`src/rtl/fuzzy_pkg.sv`:
```
// ============================================================================
// Module      : fuzzy_pkg
// Description : Shared types, constants and Q15 helpers for the fuzzy
//               inference sequencer and its divider.
// Revision    : 1.0 - initial release
// ============================================================================
`default_nettype none

package fuzzy_pkg;

    localparam int N_TERMS_DEF = 3;
    localparam int N_RULES_DEF = 9;
    localparam int TIDX_W_DEF  = $clog2(N_TERMS_DEF);
    localparam int DIV_QBITS   = 9;

    // Rule table entry layout for the default term count (MSB first).
    typedef struct packed {
        logic                  en;
        logic [TIDX_W_DEF-1:0] ia;
        logic [TIDX_W_DEF-1:0] ib;
        logic signed [7:0]     cons;
    } rule_t;

    typedef enum logic [1:0] {
        S_IDLE = 2'd0,
        S_EVAL = 2'd1,
        S_DIV  = 2'd2,
        S_DONE = 2'd3
    } seq_state_e;

    // Minimum of two Q1.15 degrees; a negative result is clamped to zero so
    // firing strengths are never negative.
    function automatic logic [15:0] q15_min(input logic [15:0] a, input logic [15:0] b);
        logic signed [15:0] sa;
        logic signed [15:0] sb;
        logic signed [15:0] m;
        sa = a;
        sb = b;
        m  = (sa < sb) ? sa : sb;
        return m[15] ? 16'd0 : m;
    endfunction

    // Saturate a signed value into the int8 range.
    function automatic logic signed [7:0] sat_s8(input logic signed [15:0] v);
        if (v > 16'sd127)
            return 8'sd127;
        else if (v < -16'sd128)
            return -8'sd128;
        else
            return v[7:0];
    endfunction

endpackage

`default_nettype wire

```
`src/rtl/fuzzy_seq_divider.sv`:
```
// ============================================================================
// Module      : fuzzy_seq_divider
// Description : Restoring divider, one quotient bit per cycle, QBITS cycles.
//               The caller guarantees dividend < divisor * 2**QBITS.
//               o_done is high during the last iteration cycle and
//               o_quotient carries the final quotient in that cycle.
// Revision    : 1.0 - initial release
// ============================================================================
`default_nettype none

module fuzzy_seq_divider
    import fuzzy_pkg::*;
#(
    parameter int QBITS = DIV_QBITS
) (
    input  logic             clk,
    input  logic             rst,
    input  logic             i_start,
    input  logic [31:0]      i_dividend,
    input  logic [23:0]      i_divisor,
    output logic             o_done,
    output logic [QBITS-1:0] o_quotient
);

    localparam int DW    = 24 + QBITS;
    localparam int CNT_W = $clog2(QBITS);

    logic [DW-1:0]    r_rem;
    logic [DW-1:0]    r_dsh;
    logic [QBITS-1:0] r_q;
    logic [CNT_W-1:0] r_cnt;
    logic             r_active;

    logic             w_ge;
    logic [QBITS-1:0] w_q_nx;

    assign w_ge       = (r_rem >= r_dsh);
    assign w_q_nx     = {r_q[QBITS-2:0], w_ge};
    assign o_done     = r_active && (r_cnt == CNT_W'(QBITS - 1));
    assign o_quotient = w_q_nx;

    // Subtract the shifted divisor when it fits, then shift it down one bit.
    always_ff @(posedge clk) begin
        if (rst) begin
            r_rem    <= '0;
            r_dsh    <= '0;
            r_q      <= '0;
            r_cnt    <= '0;
            r_active <= 1'b0;
        end else if (i_start) begin
            r_rem    <= DW'(i_dividend);
            r_dsh    <= DW'({i_divisor, {(QBITS-1){1'b0}}});
            r_q      <= '0;
            r_cnt    <= '0;
            r_active <= 1'b1;
        end else if (r_active) begin
            if (w_ge)
                r_rem <= r_rem - r_dsh;
            r_dsh <= r_dsh >> 1;
            r_q   <= w_q_nx;
            r_cnt <= r_cnt + CNT_W'(1);
            if (o_done)
                r_active <= 1'b0;
        end
    end

endmodule

`default_nettype wire

```
`src/rtl/fuzzy_rule_seq.sv`:
```
// ============================================================================
// Module      : fuzzy_rule_seq
// Description : Fuzzy inference sequencer. Captures one sample of Q1.15
//               membership degrees, walks the rule table one rule per cycle
//               (strength = min of two antecedents), accumulates weighted
//               consequents and divides to an int8 crisp output.
//               Optional macro FUZZY_SEQ_ROUND_EN: round half away from zero
//               instead of truncating toward zero.
// Revision    : 1.0 - initial release
// ============================================================================
`default_nettype none

module fuzzy_rule_seq
    import fuzzy_pkg::*;
#(
    parameter int N_TERMS = N_TERMS_DEF,
    parameter int N_RULES = N_RULES_DEF,
    localparam int TIDX_W = $clog2(N_TERMS),
    localparam int IDX_W  = $clog2(N_RULES),
    localparam int RULE_W = 1 + 2*TIDX_W + 8
) (
    input  logic                 clk,
    input  logic                 rst,
    input  logic                 in_valid,
    output logic                 in_ready,
    input  logic [16*N_TERMS-1:0] mu_a,
    input  logic [16*N_TERMS-1:0] mu_b,
    output logic                 out_valid,
    input  logic                 out_ready,
    output logic [7:0]           out_s8,
    output logic                 out_nofire,
    output logic                 busy,
    input  logic                 cfg_we,
    input  logic [IDX_W-1:0]     cfg_addr,
    input  logic [RULE_W-1:0]    cfg_data,
    output logic                 cfg_err
);

    seq_state_e          r_state;
    logic [RULE_W-1:0]   r_table [N_RULES];
    logic [16*N_TERMS-1:0] r_mu_a;
    logic [16*N_TERMS-1:0] r_mu_b;
    logic [IDX_W-1:0]    r_idx;
    logic [23:0]         r_sum_w;
    logic signed [31:0]  r_sum_ws;
    logic                r_neg;
    logic                r_out_valid;
    logic signed [7:0]   r_out_s8;
    logic                r_nofire;
    logic                r_cfg_err;

    logic [RULE_W-1:0]   w_rule;
    logic                w_en;
    logic [TIDX_W-1:0]   w_ia;
    logic [TIDX_W-1:0]   w_ib;
    logic signed [7:0]   w_cons;
    logic [15:0]         w_deg_a;
    logic [15:0]         w_deg_b;
    logic                w_ia_ok;
    logic                w_ib_ok;
    logic [15:0]         w_w;
    logic signed [31:0]  w_prod;
    logic [23:0]         w_sum_w_nx;
    logic signed [31:0]  w_sum_ws_nx;
    logic [31:0]         w_mag;
    logic [31:0]         w_dividend;
    logic                w_last;
    logic                w_div_start;
    logic                w_div_done;
    logic [DIV_QBITS-1:0] w_q;
    logic signed [15:0]  w_q_s;

    assign in_ready   = (r_state == S_IDLE) && !cfg_we;
    assign busy       = (r_state != S_IDLE);
    assign out_valid  = r_out_valid;
    assign out_s8     = r_out_s8;
    assign out_nofire = r_nofire;
    assign cfg_err    = r_cfg_err;

    assign w_rule = r_table[r_idx];
    assign w_en   = w_rule[RULE_W-1];
    assign w_ia   = w_rule[RULE_W-2 -: TIDX_W];
    assign w_ib   = w_rule[8 +: TIDX_W];
    assign w_cons = w_rule[7:0];

    // Select the antecedent degrees; term indices past N_TERMS leave *_ok low.
    always_comb begin
        w_deg_a = '0;
        w_deg_b = '0;
        w_ia_ok = 1'b0;
        w_ib_ok = 1'b0;
        for (int k = 0; k < N_TERMS; k++) begin
            if (w_ia == TIDX_W'(k)) begin
                w_deg_a = r_mu_a[16*k +: 16];
                w_ia_ok = 1'b1;
            end
            if (w_ib == TIDX_W'(k)) begin
                w_deg_b = r_mu_b[16*k +: 16];
                w_ib_ok = 1'b1;
            end
        end
    end

    assign w_w         = (w_en && w_ia_ok && w_ib_ok) ? q15_min(w_deg_a, w_deg_b) : 16'd0;
    assign w_prod      = $signed({16'd0, w_w}) * 32'(w_cons);
    assign w_sum_w_nx  = r_sum_w + 24'(w_w);
    assign w_sum_ws_nx = r_sum_ws + w_prod;
    assign w_mag       = w_sum_ws_nx[31] ? -w_sum_ws_nx : w_sum_ws_nx;
`ifdef FUZZY_SEQ_ROUND_EN
    assign w_dividend  = w_mag + 32'(w_sum_w_nx >> 1);
`else
    assign w_dividend  = w_mag;
`endif
    assign w_last      = (r_idx == IDX_W'(N_RULES - 1));
    // The divider loads the post-update sums on the last EVAL edge so DIV
    // spends exactly DIV_QBITS cycles.
    assign w_div_start = (r_state == S_EVAL) && w_last && (w_sum_w_nx != 24'd0);
    assign w_q_s       = r_neg ? -$signed({7'd0, w_q}) : $signed({7'd0, w_q});

    fuzzy_seq_divider #(
        .QBITS (DIV_QBITS)
    ) u_div (
        .clk        (clk),
        .rst        (rst),
        .i_start    (w_div_start),
        .i_dividend (w_dividend),
        .i_divisor  (w_sum_w_nx),
        .o_done     (w_div_done),
        .o_quotient (w_q)
    );

    // Rule table writes are accepted only in IDLE and in range; others pulse cfg_err.
    always_ff @(posedge clk) begin
        if (rst) begin
            for (int i = 0; i < N_RULES; i++)
                r_table[i] <= '0;
            r_cfg_err <= 1'b0;
        end else begin
            r_cfg_err <= 1'b0;
            if (cfg_we) begin
                if ((r_state == S_IDLE) && (int'(cfg_addr) < N_RULES))
                    r_table[cfg_addr] <= cfg_data;
                else
                    r_cfg_err <= 1'b1;
            end
        end
    end

    // Main sequencer: capture, rule walk, divide, hold result until accepted.
    always_ff @(posedge clk) begin
        if (rst) begin
            r_state     <= S_IDLE;
            r_mu_a      <= '0;
            r_mu_b      <= '0;
            r_idx       <= '0;
            r_sum_w     <= '0;
            r_sum_ws    <= '0;
            r_neg       <= 1'b0;
            r_out_valid <= 1'b0;
            r_out_s8    <= '0;
            r_nofire    <= 1'b0;
        end else begin
            case (r_state)
                S_IDLE: begin
                    if (in_valid && !cfg_we) begin
                        r_mu_a   <= mu_a;
                        r_mu_b   <= mu_b;
                        r_sum_w  <= '0;
                        r_sum_ws <= '0;
                        r_idx    <= '0;
                        r_state  <= S_EVAL;
                    end
                end
                S_EVAL: begin
                    r_sum_w  <= w_sum_w_nx;
                    r_sum_ws <= w_sum_ws_nx;
                    r_idx    <= r_idx + IDX_W'(1);
                    if (w_last) begin
                        r_idx <= '0;
                        r_neg <= w_sum_ws_nx[31];
                        if (w_sum_w_nx == 24'd0) begin
                            r_out_s8    <= '0;
                            r_nofire    <= 1'b1;
                            r_out_valid <= 1'b1;
                            r_state     <= S_DONE;
                        end else begin
                            r_state <= S_DIV;
                        end
                    end
                end
                S_DIV: begin
                    if (w_div_done) begin
                        r_out_s8    <= sat_s8(w_q_s);
                        r_nofire    <= 1'b0;
                        r_out_valid <= 1'b1;
                        r_state     <= S_DONE;
                    end
                end
                S_DONE: begin
                    if (out_ready) begin
                        r_out_valid <= 1'b0;
                        r_state     <= S_IDLE;
                    end
                end
                default: r_state <= S_IDLE;
            endcase
        end
    end

endmodule

`default_nettype wire

```
`config.mk`:
```
export PLATFORM = sky130hd
export DESIGN_NAME = fuzzy_rule_seq
export DESIGN_NICKNAME = d
export VERILOG_FILES = /design/src/rtl/fuzzy_pkg.sv /design/src/rtl/fuzzy_seq_divider.sv /design/src/rtl/fuzzy_rule_seq.sv
export SDC_FILE = /design/constraint.sdc
export NUM_CORES = 1
export LEC_CHECK = 0
export ABC_AREA = 1
export CAP_MARGIN = 20
export CORE_MARGIN = 3
export CORE_UTILIZATION = 45
export DETAILED_ROUTE_END_ITERATION = 8
export PLACE_DENSITY = 0.68
export SETUP_SLACK_MARGIN = 0.15
export SLEW_MARGIN = 10
export SYNTH_ARGS = -nofsm -noshare
export SYNTH_HDL_FRONTEND = slang
export SYNTH_SLANG_ARGS = --single-unit
```
`constraint.sdc`:
```
create_clock -name clk -period 12.2 [get_ports clk]
set_clock_uncertainty 0.2 [all_clocks]
set_input_delay 1.83 -clock clk [delete_from_list [all_inputs] [get_ports clk]]
set_output_delay 1.83 -clock clk [all_outputs]
set_load 0.05 [all_outputs]
```
==> key figures, run 1 <==
Power
  • Cell Pwr Density: 178 nW/um2
  • Worst VDD drop: 0.109 mV
  • Leak: 0.0149 uW

Synth
  • Count of flip-flops with a built-in enable after synthesis: 208
  • Register area share after synthesis: 38.8%
  • Count leader, synth: nand2_1
  • Netlist cell types: 58
  • Synth cell count leaders: 967 x nand2_1, 468 x inv_1, 402 x nor2_1, 328 x a21oi_1, 252 x dfxtp_1
  • Async SR Flop Fraction: 0%
  • Synth top area share: 21.5%
  • Area leader, netlist: edfxtp_1
  • #FFs+latches synth: 460
  • Ranking of synthesized cells by area: edfxtp_1 21%, dfxtp_1 17%, nand2_1 12%
  • Instance count of the mapped netlist: 3746
  • Top FF cell, synth: dfxtp_1
  • Syn Area/Cell: 7.76 um2
  • Synthesized cell area: 29100 um2
  • Synth warnings: 0

Critical path
  • Worst path most repeated cell: inv_1
  • Slowest stage delay, CP: 0.60 ns
  • R2R Path End: u_div.r_rem[31]
  • Critical path class: register to register
  • R2R Setup Slk: 1.01 ns
  • Worst path slowest cell: fa_1
  • Element type at the critical path start: register
  • WP data required: 12.53 ns
  • Crit-path max FO: 23
  • Arrival @ worst endpoint: 11.52 ns
  • Reg2Reg Depth: 53
  • Critical Path Sink: u_div.r_rem[31]
  • Setup crit end kind: register

Finish
  • # diodes: 0
  • Non-filler instance count after layout: 4786
  • Layout area overhead: 14.4%
  • Fin nets: 4276
  • Layout cells sized above 1: 5.58%
  • Fillcell total: 6101
  • Final Util: 52.3%

Hold path
  • Hold crit path type: register to register

Timing
  • Final setup vio count: 0
  • Slew Limit Fails: 0
  • RSZ-0062 raised after global routing: false
  • Post-route worst setup slack: 1.01 ns
  • Least-Margin Pin Slew: 1.09 ns
  • Hold Slack: 0.247 ns
  • Total Neg Setup Slack: 0 ns
  • Achievable Freq: 0.0894 GHz
  • Slew margin rel.: 26.9%
  • Final min period: 11.19 ns
  • Period utilization: 91.7%
  • Hold Vio Cnt, Final: 0

Run
  • Maxcap violations: 0

Die
  • Initial core utilization: 45.8%
  • Die Height: 260 um
  • Die Span X: 260 um
  • Io pins: 131
  • Core region area: 63500 um2
  • Cell Rows: 92
  • Full die area: 67700 um2

CTS
  • Clock slew seen by the registers of the worst setup and hold paths: 0.06 ns
  • H-Tree Depth: 2
  • TritonCTS buffer count: 52
  • Clock sink total: 460
  • CTS Buffer Depth: 3
  • CTS tree: done
  • Root Buffer: clkbuf_16
  • Worst-Skew Late Latency: 0.63 ns

Routing
  • Vias per Instance: 5.22
  • Router iterations before antenna repair: 5
  • Drt total wl: 79600 um
  • Antenna viol nets, final: 0
  • DR iter-0 viols: 2020
  • DRC violation count after routing: 0
  • Drt wl/cell: 16.6 um
  • Vias: 25000

Placement
  • Pre-CTS setup slack: 0.591 ns
  • IO buf count: 130
  • Final Wtd Congestion: 0.909
  • DP Cell Count: 4681
  • Hpwl dp: 56200 um

Global route
  • Antenna violations before repair: 1
  • Vias in the first global route: 23900
  • Pin count of the biggest net entering global routing: 101
  • Total GRT Usage: 23.4%
  • First-pass GRT wire length: 127000 um
  • GRT overflow: 0

Outcome
  • Status: complete, no violations
[metal layers]
metal | GRT usage (%) | up-vias | routed length, um
met5 | 0 | - | 7
met4 | 6.75 | 2 | 2050
met3 | 4.00 | 130 | 5100
met2 | 39.2 | 705 | 37300
met1 | 31.1 | 11800 | 35100
li1 | - | 12300 | -
[logic make-up after synthesis]
family                   share of synthesized area, %
AND/OR/NAND/NOR                                  23.9
buffers and inverters                            9.00
AO/OA/AOI/OAI                                    11.5
flip-flops                                       38.8
adder cells (fa/ha/maj)                          13.9
XOR/XNOR                                         2.89
other                                          0.0129
[stage by stage]
step | power, uW | cell area, um2
CTS | 5900 | 33100
global route | 6320 | 33200
finish | 5910 | 33200
floorplan | 3590 | 29400
global placement | 4210 | 31300
detailed placement | 4230 | 31300
[worst max-delay path: cells and delay by family, from the launching register on]
kind                       cells  cell delay, ns
buffers and inverters         11            1.21
AOI/OAI and AO/OA              5            0.66
DFF                            1            0.48
adders and majority gates      7            3.26
and+or+nand+nor               30            5.19
[worst min path at each step]
stage | start | end | slack, ns | cells after the start
global placement | r_mu_b[22] | r_mu_b[22] | 0.24 | 2
floorplan | r_mu_a[18] | r_mu_a[18] | 0.22 | 2
finish | r_mu_a[24] | r_mu_a[24] | 0.25 | 2
detailed placement | out_nofire | out_nofire | 0.24 | 2
global route | r_mu_a[24] | r_mu_a[24] | 0.27 | 2
CTS | r_mu_a[24] | r_mu_a[24] | 0.25 | 2
[cell type report]
class	count	area, um2	share of cell area [%]
multi-input cells	2713	15600	46.9
clock inverters	21	324	0.975
repair buffers	164	1570	4.71
inverters	505	1910	5.74
clock buffers	77	1500	4.50
well taps	846	1060	3.18
flip-flops and latches	460	11300	34.0
[report_power, final]
part	internal (uW)	leakage, uW	switching, uW
sequential	1720	0.00414	52.3
clock	982	0.000876	669
combinational	825	0.00993	1650
[cells in the final DEF, fill, tap and decap left out, drive strengths merged, types with 2 or more instances in the layout]
cell / n
a211oi: 20
a21boi: 6
a21oi: 330
a221oi: 29
a311o: 5
a31oi: 6
buf: 34
bufinv: 6
clkbuf: 78
clkdlybuf4s50: 129
clkinv: 26
clkinvlp: 5
conb: 91
dfxtp: 252
edfxtp: 208
fa: 102
ha: 160
inv: 489
nand2: 987
nand3: 183
nand3b: 4
nand4: 42
nor2: 409
nor3: 33
nor4: 5
o211ai: 6
o21ai: 152
o21bai: 2
o221ai: 12
o22ai: 9
o31ai: 3
or2: 7
or3: 7
xnor2: 30
xor2: 66
[sequential cells by signal (all words and copies together), names as in the netlist, named ones only]
signal / cells
out_valid: 1
r_mu_a: 48
r_idx: 4
out_nofire: 1
r_mu_b: 48
u_div.r_dsh: 32
r_sum_w: 24
out_s8: 8
u_div.r_active: 1
u_div.r_cnt: 4
u_div.r_q: 8
r_sum_ws: 32
r_table: 208
u_div.r_rem: 33
cfg_err: 1
r_state: 2
r_neg: 1
[timing repair]
action	4_1_cts	5_1_grt
hold buffers	0	0
gates resized for setup	0	24
buffers inserted	0	7
endpoints found under the setup margin	0	34
(Power assumes the default switching activity.)
==> run 2: changes to the inputs <==
--- a/config.mk
+++ b/config.mk
@@ -5,10 +5,11 @@
 export SDC_FILE = /design/constraint.sdc
 export NUM_CORES = 1
 export LEC_CHECK = 0
-export ABC_AREA = 1
+export ABC_AREA = 0
 export CAP_MARGIN = 20
 export CORE_MARGIN = 3
 export CORE_UTILIZATION = 45
+export CTS_CLUSTER_DIAMETER = 60
 export DETAILED_ROUTE_END_ITERATION = 8
 export PLACE_DENSITY = 0.68
 export SETUP_SLACK_MARGIN = 0.15
==> run 2 against run 1 <==
Effect of this change:
- non-clock buffer count grew 65
- power is 2.2% lower
- global-route usage down 0.95 points
- hold slack better by 0.0068 ns
- die area barely moved
- synthesized cell count is 21% lower
- sequential power barely moved
- setup slack worse by 0.43 ns
- synthesized area hardly changed
- sequential cell count unchanged
- largest power group unchanged
==> key figures, run 2 <==
Outcome
  • Status: complete, no violations

Critical path
  • WP data required: 12.50 ns (-0.03 ns)
  • Slowest stage delay, CP: 0.55 ns (-0.05 ns)
  • Crit-path max FO: 19 (-17%)
  • CP delay by family, top: compound AO/OA/AOI/OAI gates
  • Worst path slowest cell: or4_4
  • Critical path class: register to register
  • CP bufs+invs: 6 (-5)
  • Setup crit end kind: register
  • Arrival @ worst endpoint: 11.92 ns (+0.40 ns)
  • Element type at the critical path start: register

Finish
  • Layout cells sized above 1: 11.7% (+6.1 points)
  • Max reg flops: 208 (unchanged)
  • Highest-count cells in the layout ignoring fill and taps: 384 x nand2_1, 260 x nor2_1, 247 x dfxtp_1
  • Fillcell total: 5833 (-4.4%)
  • Commonest non-fill, non-tap cell in the layout: nand2_1
  • Top flop regs: r_table: 208 flops, r_mu_a: 48 flops, r_mu_b: 48 flops
  • Biggest register: r_table
  • Non-filler instance count after layout: 4072 (-15%)
  • Layout area overhead: 16.0%
  • Fin nets: 3567 (-17%)
  • Final Util: 53.1% (+0.77 points)

Placement
  • Pre-CTS setup slack: -0.171 ns (-0.762 ns)
  • Final Wtd Congestion: 0.945 (+3.9%)
  • IO buf count: 130 (unchanged)
  • DP Cell Count: 3960 (-15%)
  • Hpwl dp: 55200 um (-1.8%)

Routing
  • DRC violation count after routing: 0 (unchanged)
  • Router iterations before antenna repair: 5 (unchanged)
  • DR iter-0 viols: 1753 (-13%)
  • Vias: 22200 (-11%)
  • Drt wl/cell: 18.7 um (+12%)
  • Vias per Instance: 5.46 (+4.5%)
  • Drt total wl: 76100 um (-4.4%)
  • Antenna viol nets, final: 0 (unchanged)

Synth
  • Register area share after synthesis: 38.8% (about the same)
  • Syn Area/Cell: 9.78 um2 (+26%)
  • Synth top area share: 21.5% (about the same)
  • Count leader, synth: nand2_1
  • Ranking of synthesized cells by area: edfxtp_1 21%, dfxtp_1 17%, fa_1 7.0%
  • Top FF cell, synth: dfxtp_1
  • Count of flip-flops with a built-in enable after synthesis: 208 (unchanged)
  • Synth warnings: 0 (unchanged)
  • Instance count of the mapped netlist: 2974 (-21%)
  • Netlist cell types: 92 (+59%)
  • #FFs+latches synth: 460 (unchanged)
  • Synthesized cell area: 29100 um2 (about the same)
  • Async SR Flop Fraction: 0% (unchanged)
  • Synth cell count leaders: 387 x nand2_1, 264 x nor2_1, 252 x dfxtp_1, 208 x edfxtp_1, 205 x a21oi_1
  • Area leader, netlist: edfxtp_1

Die
  • Full die area: 67700 um2 (about the same)
  • Cell Rows: 92 (unchanged)
  • Die Height: 260 um (about the same)
  • Io pins: 131 (unchanged)
  • Initial core utilization: 45.8% (about the same)
  • Die Span X: 260 um (about the same)
  • Core region area: 63500 um2 (unchanged)

Global route
  • Vias in the first global route: 22000 (-8.0%)
  • Total GRT Usage: 22.4% (-0.95 points)
  • First-pass GRT wire length: 120000 um (-5.2%)
  • Antenna violations before repair: 2 (+1)
  • Pin count of the biggest net entering global routing: 110 (+8.9%)
  • GRT overflow: 0 (unchanged)

Timing
  • Final min period: 11.62 ns (+0.428 ns)
  • Post-route worst setup slack: 0.581 ns (-0.428 ns)
  • Slew margin rel.: 27.7% (+0.81 points)
  • Least-Margin Pin Slew: 1.08 ns (-0.0121 ns)
  • Total Neg Setup Slack: 0 ns (unchanged)
  • RSZ-0062 raised after global routing: true
  • Final setup vio count: 0 (unchanged)
  • Slew Limit Fails: 0 (unchanged)
  • Hold Vio Cnt, Final: 0 (unchanged)
  • Hold Slack: 0.254 ns (+0.00685 ns)
  • Achievable Freq: 0.0861 GHz (-3.7%)
  • Period utilization: 95.2% (+3.5 points)

CTS
  • H-Tree Depth: 2 (unchanged)
  • Clock slew seen by the registers of the worst setup and hold paths: 0.06 ns (about the same)
  • CTS tree: done
  • TritonCTS buffer count: 50 (-3.8%)
  • CTS Buffer Depth: 3 (unchanged)
  • Worst-Skew Late Latency: 0.60 ns (-0.03 ns)
  • Root Buffer: clkbuf_16
  • Hold buffers post-CTS: 0 (unchanged)
  • Clock sink total: 460 (unchanged)

Power
  • Leak: 0.0132 uW (-11%)
  • Cell Pwr Density: 171 nW/um2 (-3.6%)
  • Worst VDD drop: 0.122 mV (+12%)

Hold path
  • Hold crit path type: register to register

Run
  • Maxcap violations: 0 (unchanged)
run 2: report_power, final:
group / switching (uW) / internal, uW / total (uW)
sequential: 58.0 / 1720 / 1770
clock: 626 / 870 / 1500
combinational: 1540 / 970 / 2510
run 2: area by class of cell:
| type | count | area (um2) | area share [%] |
|---|---|---|---|
| Clock buffer | 75 | 1460 | 4.32 |
| Tap cell | 846 | 1060 | 3.14 |
| Inverter | 190 | 713 | 2.11 |
| Antenna cell | 1 | 2.50 | 0.00742 |
| Timing Repair Buffer | 229 | 2090 | 6.20 |
| Clock inverter | 15 | 163 | 0.482 |
| Sequential cell | 460 | 11300 | 33.5 |
| Multi-Input combinational cell | 2256 | 16900 | 50.2 |
run 2: worst register-to-register path, delay by kind of cell, from the launching register on:
| family | cells | cell delay, ns |
|---|---|---|
| AND/OR/NAND/NOR | 10 | 2.56 |
| flip-flops | 1 | 0.41 |
| adder cells (fa/ha/maj) | 7 | 2.95 |
| AO/OA/AOI/OAI | 15 | 3.17 |
| XOR/XNOR | 2 | 0.18 |
| multiplexers | 2 | 1.04 |
| buffers and inverters | 6 | 1.01 |
run 2: path summary, 6_finish.rpt:
check	startpoint	endpoint	slack (ns)	cells past startpoint
worst max register to register	register	u_div.r_rem[30]	0.58	42
worst min-delay path	r_mu_a[36]	r_mu_a[36]	0.25	2
worst min register to register	r_mu_a[36]	r_mu_a[36]	0.25	2
worst max-delay path	register	u_div.r_rem[30]	0.58	42
run 2: timing repair:
item                       4_1_cts  5_1_grt
pin swaps                        1        7
buffers inserted                 3       15
setup endpoints to repair       26       34
cloned                           0        1
resized for setup               15       40
run 2: logic make-up after synthesis:
logic type / count (synthesis) / synth area share (%)
flops: 460 / 38.8
mux: 159 / 8.18
fa+ha+maj: 267 / 14.1
xor+xnor: 118 / 3.55
compound gates: 614 / 14.6
buf+inv: 349 / 4.86
simple gates: 1006 / 15.9
other cells: 1 / 0.0129
run 2: routing by layer:
metal  part of all wire (%)  up-vias  track usage, %
met3                    6.0      132            3.93
met1                     43    10700            29.8
li1                       -    10800               -
met4                    3.0        2            7.25
met2                     47      595            37.2
met5                  0.022        -               0
run 2: per-stage QoR:
step	total power, uW	instance area [um2]
floorplan	3510	29400
CTS	5730	33400
global route	6160	33700
finish	5780	33700
detailed placement	4200	31800
global placement	4180	31800
